$ cat config.mk
export PLATFORM = sky130hd
export DESIGN_NAME = alarm_tone_gen_flat
export DESIGN_NICKNAME = d
export VERILOG_FILES = /design/src/rtl/alarm_tone_gen_if.sv /design/src/rtl/alarm_tone_gen.sv /design/src/flat_wrapper.sv
export SDC_FILE = /design/constraint.sdc
export NUM_CORES = 1
export LEC_CHECK = 0
export ABC_AREA = 1
export CORE_MARGIN = 2
export CORE_UTILIZATION = 55
export CTS_CLUSTER_SIZE = 30
export DETAILED_ROUTE_END_ITERATION = 8
export PLACE_DENSITY = 0.8
export SLEW_MARGIN = 20
export SYNTH_ARGS = -nofsm -noshare
export SYNTH_HDL_FRONTEND = slang
export SYNTH_SLANG_ARGS = --single-unit
$ cat constraint.sdc
create_clock -name clk -period 2 [get_ports clk]
set_clock_uncertainty 0.05 [all_clocks]
set_input_delay 0.5 -clock clk [delete_from_list [all_inputs] [get_ports clk]]
set_output_delay 0.5 -clock clk [all_outputs]
set_load 0.05 [all_outputs]
$ cat src/rtl/alarm_tone_gen_if.sv
// Bundle of alarm-tone control inputs and buzzer/status outputs.
// The master side is the alarm FSM / button logic; the slave side is the tone generator.
interface alarm_tone_gen_if;
    logic       alarm_on;
    logic       stop;
    logic       snooze;
    logic       buzzer;
    logic       ringing;
    logic       snoozing;
    logic [1:0] snooze_left;

    modport master (
        output alarm_on,
        output stop,
        output snooze,
        input  buzzer,
        input  ringing,
        input  snoozing,
        input  snooze_left
    );

    modport slave (
        input  alarm_on,
        input  stop,
        input  snooze,
        output buzzer,
        output ringing,
        output snoozing,
        output snooze_left
    );
endinterface

$ cat src/rtl/alarm_tone_gen.sv
// Alarm tone generator: converts the alarm_on level into a beeping square wave
// for the piezo buzzer, with snooze (limited count), stop and ring auto-timeout.
// All durations are in clk cycles. Every output is a flop, so the buzzer pin is glitch-free.
module alarm_tone_gen #(
    parameter int TONE_HALF  = 25000,
    parameter int BEEP_CYC   = 25000000,
    parameter int GAP_CYC    = 25000000,
    parameter int SEC_CYC    = 100000000,
    parameter int TIMEOUT_S  = 60,
    parameter int SNOOZE_S   = 300,
    parameter int MAX_SNOOZE = 3
) (
    input  logic            clk,
    input  logic            rst,
    alarm_tone_gen_if.slave bus
);

    localparam int PH_MAX = (BEEP_CYC > GAP_CYC) ? BEEP_CYC : GAP_CYC;
    localparam int PW     = $clog2(PH_MAX + 1);
    localparam int TW     = $clog2(TONE_HALF + 1);
    localparam int SW     = $clog2(SEC_CYC + 1);
    localparam int RW     = $clog2(TIMEOUT_S + 1);
    localparam int ZW     = $clog2(SNOOZE_S + 1);

    localparam logic [2:0] ST_IDLE     = 3'd0;
    localparam logic [2:0] ST_RING_ON  = 3'd1;
    localparam logic [2:0] ST_RING_GAP = 3'd2;
    localparam logic [2:0] ST_SNOOZE   = 3'd3;
    localparam logic [2:0] ST_DONE     = 3'd4;

    localparam logic [PW-1:0] BEEP_LAST = PW'(BEEP_CYC - 1);
    localparam logic [PW-1:0] GAP_LAST  = PW'(GAP_CYC - 1);
    localparam logic [PW-1:0] PH_ONE    = PW'(1);
    localparam logic [TW-1:0] TONE_LAST = TW'(TONE_HALF - 1);
    localparam logic [TW-1:0] TONE_ONE  = TW'(1);
    localparam logic [SW-1:0] SEC_LAST  = SW'(SEC_CYC - 1);
    localparam logic [SW-1:0] SEC_ONE   = SW'(1);
    localparam logic [RW-1:0] RING_LAST = RW'(TIMEOUT_S - 1);
    localparam logic [RW-1:0] RING_ONE  = RW'(1);
    localparam logic [ZW-1:0] SNZ_LAST  = ZW'(SNOOZE_S - 1);
    localparam logic [ZW-1:0] SNZ_ONE   = ZW'(1);
    localparam logic [1:0]    SL_MAX    = 2'(MAX_SNOOZE);

    // Registered state
    logic [2:0]    state_r;
    logic          alarm_q_r;
    logic [PW-1:0] phase_cnt_r;
    logic [TW-1:0] tone_cnt_r;
    logic          tone_r;
    logic [SW-1:0] sec_cnt_r;
    logic [RW-1:0] ring_s_r;
    logic [ZW-1:0] snz_s_r;
    logic [1:0]    snooze_left_r;
    logic          buzzer_r;
    logic          ringing_r;
    logic          snoozing_r;

    // Next-state values
    logic [2:0]    state_next_s;
    logic [PW-1:0] phase_next_s;
    logic [TW-1:0] tone_cnt_next_s;
    logic          tone_next_s;
    logic [SW-1:0] sec_next_s;
    logic [RW-1:0] ring_s_next_s;
    logic [ZW-1:0] snz_s_next_s;
    logic [1:0]    snooze_left_next_s;
    logic          clr_s;
    logic          ring_entry_s;
    logic          rise_s;
    logic          sec_tick_s;

    // Edge detect on the alarm level and one-second tick decode
    always_comb begin
        rise_s     = bus.alarm_on & ~alarm_q_r;
        sec_tick_s = (sec_cnt_r == SEC_LAST);
    end

    // State transitions in priority order: alarm drop > stop > snooze > timeout > beep phase
    always_comb begin
        state_next_s       = state_r;
        phase_next_s       = phase_cnt_r;
        tone_cnt_next_s    = tone_cnt_r;
        tone_next_s        = tone_r;
        sec_next_s         = sec_cnt_r;
        ring_s_next_s      = ring_s_r;
        snz_s_next_s       = snz_s_r;
        snooze_left_next_s = snooze_left_r;
        clr_s              = 1'b0;
        ring_entry_s       = 1'b0;

        case (state_r)
            ST_IDLE: begin
                if (rise_s) begin
                    state_next_s       = ST_RING_ON;
                    clr_s              = 1'b1;
                    ring_entry_s       = 1'b1;
                    snooze_left_next_s = SL_MAX;
                end else begin
                    state_next_s = ST_IDLE;
                end
            end

            ST_RING_ON, ST_RING_GAP: begin
                if (!bus.alarm_on) begin
                    state_next_s = ST_IDLE;
                    clr_s        = 1'b1;
                end else if (bus.stop) begin
                    state_next_s = ST_DONE;
                    clr_s        = 1'b1;
                end else if (bus.snooze && (snooze_left_r != 2'd0)) begin
                    state_next_s       = ST_SNOOZE;
                    clr_s              = 1'b1;
                    snooze_left_next_s = snooze_left_r - 2'd1;
                end else if (sec_tick_s && (ring_s_r == RING_LAST)) begin
                    // Final ring second elapses on this edge
                    state_next_s = ST_DONE;
                    clr_s        = 1'b1;
                end else begin
                    // Ring-second bookkeeping continues across beep and gap
                    if (sec_tick_s) begin
                        sec_next_s    = '0;
                        ring_s_next_s = ring_s_r + RING_ONE;
                    end else begin
                        sec_next_s    = sec_cnt_r + SEC_ONE;
                        ring_s_next_s = ring_s_r;
                    end

                    if (state_r == ST_RING_ON) begin
                        if (phase_cnt_r == BEEP_LAST) begin
                            state_next_s    = ST_RING_GAP;
                            phase_next_s    = '0;
                            tone_cnt_next_s = '0;
                        end else begin
                            phase_next_s = phase_cnt_r + PH_ONE;
                            if (tone_cnt_r == TONE_LAST) begin
                                tone_next_s     = ~tone_r;
                                tone_cnt_next_s = '0;
                            end else begin
                                tone_cnt_next_s = tone_cnt_r + TONE_ONE;
                            end
                        end
                    end else begin
                        if (phase_cnt_r == GAP_LAST) begin
                            // Each beep restarts with the tone high
                            state_next_s    = ST_RING_ON;
                            phase_next_s    = '0;
                            tone_cnt_next_s = '0;
                            tone_next_s     = 1'b1;
                        end else begin
                            phase_next_s = phase_cnt_r + PH_ONE;
                        end
                    end
                end
            end

            ST_SNOOZE: begin
                if (!bus.alarm_on) begin
                    state_next_s = ST_IDLE;
                    clr_s        = 1'b1;
                end else if (bus.stop) begin
                    state_next_s = ST_DONE;
                    clr_s        = 1'b1;
                end else if (sec_tick_s && (snz_s_r == SNZ_LAST)) begin
                    state_next_s = ST_RING_ON;
                    clr_s        = 1'b1;
                    ring_entry_s = 1'b1;
                end else begin
                    if (sec_tick_s) begin
                        sec_next_s   = '0;
                        snz_s_next_s = snz_s_r + SNZ_ONE;
                    end else begin
                        sec_next_s   = sec_cnt_r + SEC_ONE;
                        snz_s_next_s = snz_s_r;
                    end
                end
            end

            ST_DONE: begin
                // Held alarm level must drop before a new alarm can ring
                if (!bus.alarm_on) begin
                    state_next_s = ST_IDLE;
                    clr_s        = 1'b1;
                end else begin
                    state_next_s = ST_DONE;
                end
            end

            default: begin
                state_next_s = ST_IDLE;
                clr_s        = 1'b1;
            end
        endcase

        // Every state entry starts all counters from zero; ringing starts with tone high
        if (clr_s) begin
            phase_next_s    = '0;
            tone_cnt_next_s = '0;
            sec_next_s      = '0;
            ring_s_next_s   = '0;
            snz_s_next_s    = '0;
            tone_next_s     = ring_entry_s;
        end else begin
            tone_next_s = tone_next_s;
        end
    end

    // State, counter and output registers with synchronous active-low reset
    always_ff @(posedge clk) begin
        if (!rst) begin
            state_r       <= ST_IDLE;
            alarm_q_r     <= 1'b0;
            phase_cnt_r   <= '0;
            tone_cnt_r    <= '0;
            tone_r        <= 1'b0;
            sec_cnt_r     <= '0;
            ring_s_r      <= '0;
            snz_s_r       <= '0;
            snooze_left_r <= SL_MAX;
            buzzer_r      <= 1'b0;
            ringing_r     <= 1'b0;
            snoozing_r    <= 1'b0;
        end else begin
            state_r       <= state_next_s;
            alarm_q_r     <= bus.alarm_on;
            phase_cnt_r   <= phase_next_s;
            tone_cnt_r    <= tone_cnt_next_s;
            tone_r        <= tone_next_s;
            sec_cnt_r     <= sec_next_s;
            ring_s_r      <= ring_s_next_s;
            snz_s_r       <= snz_s_next_s;
            snooze_left_r <= snooze_left_next_s;
            buzzer_r      <= (state_next_s == ST_RING_ON) & tone_next_s;
            ringing_r     <= (state_next_s == ST_RING_ON) | (state_next_s == ST_RING_GAP);
            snoozing_r    <= (state_next_s == ST_SNOOZE);
        end
    end

    assign bus.buzzer      = buzzer_r;
    assign bus.ringing     = ringing_r;
    assign bus.snoozing    = snoozing_r;
    assign bus.snooze_left = snooze_left_r;

endmodule

$ cat src/flat_wrapper.sv
// flat-port wrapper written by rule: the top's interface ports become plain ports
module alarm_tone_gen_flat 
#(
    parameter int TONE_HALF  = 25000,
    parameter int BEEP_CYC   = 25000000,
    parameter int GAP_CYC    = 25000000,
    parameter int SEC_CYC    = 100000000,
    parameter int TIMEOUT_S  = 60,
    parameter int SNOOZE_S   = 300,
    parameter int MAX_SNOOZE = 3
)
  (clk, rst, bus_alarm_on, bus_stop, bus_snooze, bus_buzzer, bus_ringing, bus_snoozing, bus_snooze_left);
  alarm_tone_gen_if bus_i ();
  input  logic clk;
  input  logic rst;
  input wire logic [$bits(bus_i.alarm_on)-1:0] bus_alarm_on;
  input wire logic [$bits(bus_i.stop)-1:0] bus_stop;
  input wire logic [$bits(bus_i.snooze)-1:0] bus_snooze;
  output wire logic [$bits(bus_i.buzzer)-1:0] bus_buzzer;
  output wire logic [$bits(bus_i.ringing)-1:0] bus_ringing;
  output wire logic [$bits(bus_i.snoozing)-1:0] bus_snoozing;
  output wire logic [$bits(bus_i.snooze_left)-1:0] bus_snooze_left;
  assign bus_i.alarm_on = bus_alarm_on;
  assign bus_i.stop = bus_stop;
  assign bus_i.snooze = bus_snooze;
  assign bus_buzzer = bus_i.buzzer;
  assign bus_ringing = bus_i.ringing;
  assign bus_snoozing = bus_i.snoozing;
  assign bus_snooze_left = bus_i.snooze_left;
  alarm_tone_gen #(.TONE_HALF(TONE_HALF), .BEEP_CYC(BEEP_CYC), .GAP_CYC(GAP_CYC), .SEC_CYC(SEC_CYC), .TIMEOUT_S(TIMEOUT_S), .SNOOZE_S(SNOOZE_S), .MAX_SNOOZE(MAX_SNOOZE)) u_core (.clk(clk), .rst(rst), .bus(bus_i));
endmodule
==> flow_summary.json, run 1 <==
{
  "post-place-ws_ns": -0.469,
  "end_kind": "flop",
  "antenna-diode-count": 0,
  "register_area_sq_mm": 0.00185,
  "crit_type": "flop to flop",
  "ctsLongestPathBuffers": 2,
  "hold_start": "u_core.ring_s_r[0]$_SDFFE_PP0P_",
  "crit_path_top_delay_cell": "dfxtp_2",
  "rows": 39,
  "syn_area_sq_mm": 0.00628,
  "clkTransAtPathRegs_ns": 0.07,
  "critical_path_arrival_ns": 2.21,
  "hold_violations": 0,
  "gr-usage-all-layers": 0.266,
  "drc": 0,
  "crit_chain": "ha_4 -> inv_4 -> nor2_8 -> nand2_4 -> nor2_4 -> nand3_4 -> nand2_2 -> nand2_4 -> nand3_4 -> buf_12 -> clkbuf_16 -> a21oi_1",
  "setup_viol": 16,
  "ff2ff_setup_slack_ns": -0.02,
  "critPathLaunchType": "flop",
  "crit_fanout": 8,
  "multiInputGateArea_sq_mm": 0.00411,
  "final_cell_area_sq_mm": 0.00802,
  "hold_depth": 2,
  "htreeDepth": 3,
  "num_vias": 7067,
  "cellLeakagePower_uw": 0.00301,
  "drv_slew": 0,
  "routed_via_density": 5.73,
  "first_global_vias": 5947,
  "drive_gt1_frac": 0.230,
  "fin_util": 0.712,
  "synthDistinctLibCells": 39,
  "grt_pass1_wl_mm": 27.6,
  "p_per_area_mw_per_mm2": 512,
  "start_util": 0.558,
  "drt_iter0_markers": 637,
  "ios": 10,
  "hold_buffers": 0,
  "die_y_microns": 111,
  "postPlaceCellArea_sq_mm": 0.00706,
  "grt_overflow": 0,
  "die_x_microns": 111,
  "syn_inst": 992,
  "syn_area_per_cell_sq_um": 6.34,
  "status": "complete, but fails checks",
  "yosysSeqAreaShare": 0.293,
  "cts_tree": "done",
  "ys_ff_latch": 92,
  "slew-limit-headroom": 0.668,
  "r2r_end": "u_core.tone_cnt_r[9]$_SDFFE_PP0P_",
  "cp_data_required_time_ns": 2.19,
  "fin_crit_ns": 2.02,
  "timing.hold.worst_endpoint": "u_core.ring_s_r[0]$_SDFFE_PP0P_",
  "r2r_cells": 12,
  "ant_nets": 0,
  "ir_drop_v": 0.000397,
  "final_cell_mix": "nand2_1 (252), nor2_1 (126), inv_1 (96), buf_4 (87), dfxtp_1 (84)",
  "final.period_utilization": 1.01,
  "max_freq_mhz": 496,
  "clock-root-buffer": "clkbuf_16",
  "rsz0062_at_grt": "true",
  "totalWireLength_mm": 18.3,
  "clock_latency_ns": 0.35,
  "place_congestion": 0.999,
  "hpwl_mm": 11.7,
  "dr.pass1.iters": 7,
  "cp_slowest_stage_delay_ns": 0.35,
  "final_common_cell": "nand2_1",
  "worstMarginPinSlew_ns": 0.494,
  "cts_buffers": 9,
  "portBuffers": 9,
  "nets": 1096,
  "maxCapViolCount": 0,
  "syn-num-nets": 1003,
  "fin_ws_ns": -0.0171,
  "antenna_found_initial": 0,
  "violations": "negative setup slack",
  "r2r_start": "u_core.sec_cnt_r[0]$_SDFFE_PP0P_",
  "grt_max_degree": 28,
  "cts.sinks": 92,
  "fillers": 823,
  "dieArea_sq_mm": 0.0123,
  "area_growth_pct": 27.6,
  "core_area_sq_mm": 0.0113,
  "wl_per_cell_microns": 14.8,
  "min_path_type": "flop to flop",
  "yosysWarnings": 0
}
[metrics by stage]
step	instances	hold WS (ns)	total power (uW)	TNS (ns)
finish	1233	0.438	4110	-0.133
global route	1233	0.453	4200	-3.56
CTS	1219	0.433	4010	0
detailed placement	1199	0.422	2200	-32.69
global placement	1199	0.418	2200	-28.19
floorplan	992	0.403	2080	0
[critical path: cells and delay by family (launching register included)]
kind	cells	cell delay, ns
adders and majority gates	1	0.16
buffers and inverters	3	0.40
and+or+nand+nor	7	0.90
AOI/OAI and AO/OA	1	0.04
DFF	1	0.35
[per-layer routing]
metal / global-route usage / wire, microns / vias up
li1: - / - / 3427
met1: 0.382 / 7950 / 3255
met2: 0.411 / 8310 / 338
met3: 0.0290 / 1500 / 47
met4: 0.102 / 501 / 0
met5: 0 / 0 / -
[synthesized netlist by cell type (all sizes together)]
master | instances | area (sq um)
a211oi | 1 | 7.51
nor3b | 1 | 7.51
dfxtp | 92 | 1840
buf | 28 | 241
inv | 105 | 394
and2 | 1 | 6.26
a21oi | 81 | 439
o211ai | 2 | 15.0
ha | 6 | 75.1
xor2 | 34 | 298
or2 | 5 | 31.3
nand4 | 49 | 313
xnor2 | 9 | 78.8
clkbuf | 6 | 22.5
nor4 | 1 | 6.26
o21ai | 17 | 85.1
nor2 | 149 | 626
nor3 | 48 | 252
a31oi | 1 | 6.26
nand2 | 262 | 998
a21o | 5 | 37.5
clkinv | 2 | 7.51
nand3 | 87 | 495
[sequential cells by signal, indices dropped and copies added (netlist names)]
register                count
u_core.alarm_q_r            1
u_core.snz_s_r              9
u_core.ring_s_r             6
u_core.bus.buzzer           1
u_core.tone_cnt_r          15
u_core.bus.snoozing         1
u_core.phase_cnt_r         25
u_core.tone_r               1
u_core.bus.snooze_left      2
u_core.sec_cnt_r           27
u_core.bus.ringing          1
u_core.state_r              3
[cells by family (layout without fill, tap and decap cells)]
group / after synthesis / after routing / share of synthesized area
flops: 92 / 92 / 0.293
fa+ha+maj: 6 / 6 / 0.0119
xor+xnor: 43 / 43 / 0.0599
compound gates: 107 / 107 / 0.0940
buf+inv: 141 / 239 / 0.106
simple gates: 603 / 603 / 0.435
[cell type report]
| cell class | count | share of cell area |
|---|---|---|
| timing repair buffer | 116 | 0.145 |
| inverter | 107 | 0.0504 |
| sequential | 92 | 0.231 |
| multi-input combinational | 759 | 0.512 |
| clock inverter | 4 | 0.00686 |
| tap | 143 | 0.0223 |
| clock buffer | 12 | 0.0320 |
[how the worst max path moves through the flow]
stage / start / end / slack [ns] / cells after the start
after floorplan: u_core.sec_cnt_r[0]$_SDFFE_PP0P_ / u_core.sec_cnt_r[11]$_SDFFE_PP0P_ / 0.007 / 13
after detailed placement: bus_alarm_on / u_core.phase_cnt_r[8]$_SDFFE_PP0P_ / -0.47 / 12
after global routing: u_core.state_r[0]$_SDFF_PN0_ / u_core.phase_cnt_r[5]$_SDFFE_PP0P_ / -0.08 / 12
final: u_core.sec_cnt_r[0]$_SDFFE_PP0P_ / u_core.tone_cnt_r[9]$_SDFFE_PP0P_ / -0.02 / 12
after global placement: bus_alarm_on / u_core.tone_cnt_r[6]$_SDFFE_PP0P_ / -0.39 / 11
after CTS: bus_alarm_on / u_core.bus.buzzer$_SDFF_PN0_ / 0.007 / 13
[where the power goes]
part | switching [uW] | internal [uW] | leakage, uW
Sequential | 7.41 | 1840 | 0.000746
Combinational | 247 | 208 | 0.00212
Clock | 757 | 1040 | 0.000149
Total | 1010 | 3100 | 0.00301
[repair_timing]
item                       in CTS  in global routing
gates cloned                    1                  9
pin swaps                       5                 19
setup buffers                   3                  6
setup endpoints to repair      74                 85
resized for setup              22                 89
Power figures use the tool's default switching activity.
==> run 2: changes to the inputs <==
--- a/config.mk
+++ b/config.mk
@@ -6,6 +6,7 @@
 export NUM_CORES = 1
 export LEC_CHECK = 0
 export ABC_AREA = 1
+export CAP_MARGIN = 30
 export CORE_MARGIN = 2
 export CORE_UTILIZATION = 55
 export CTS_CLUSTER_SIZE = 30
==> results of run 2 <==
No change in the layout: final DEF, timing and power equal those of run 1.
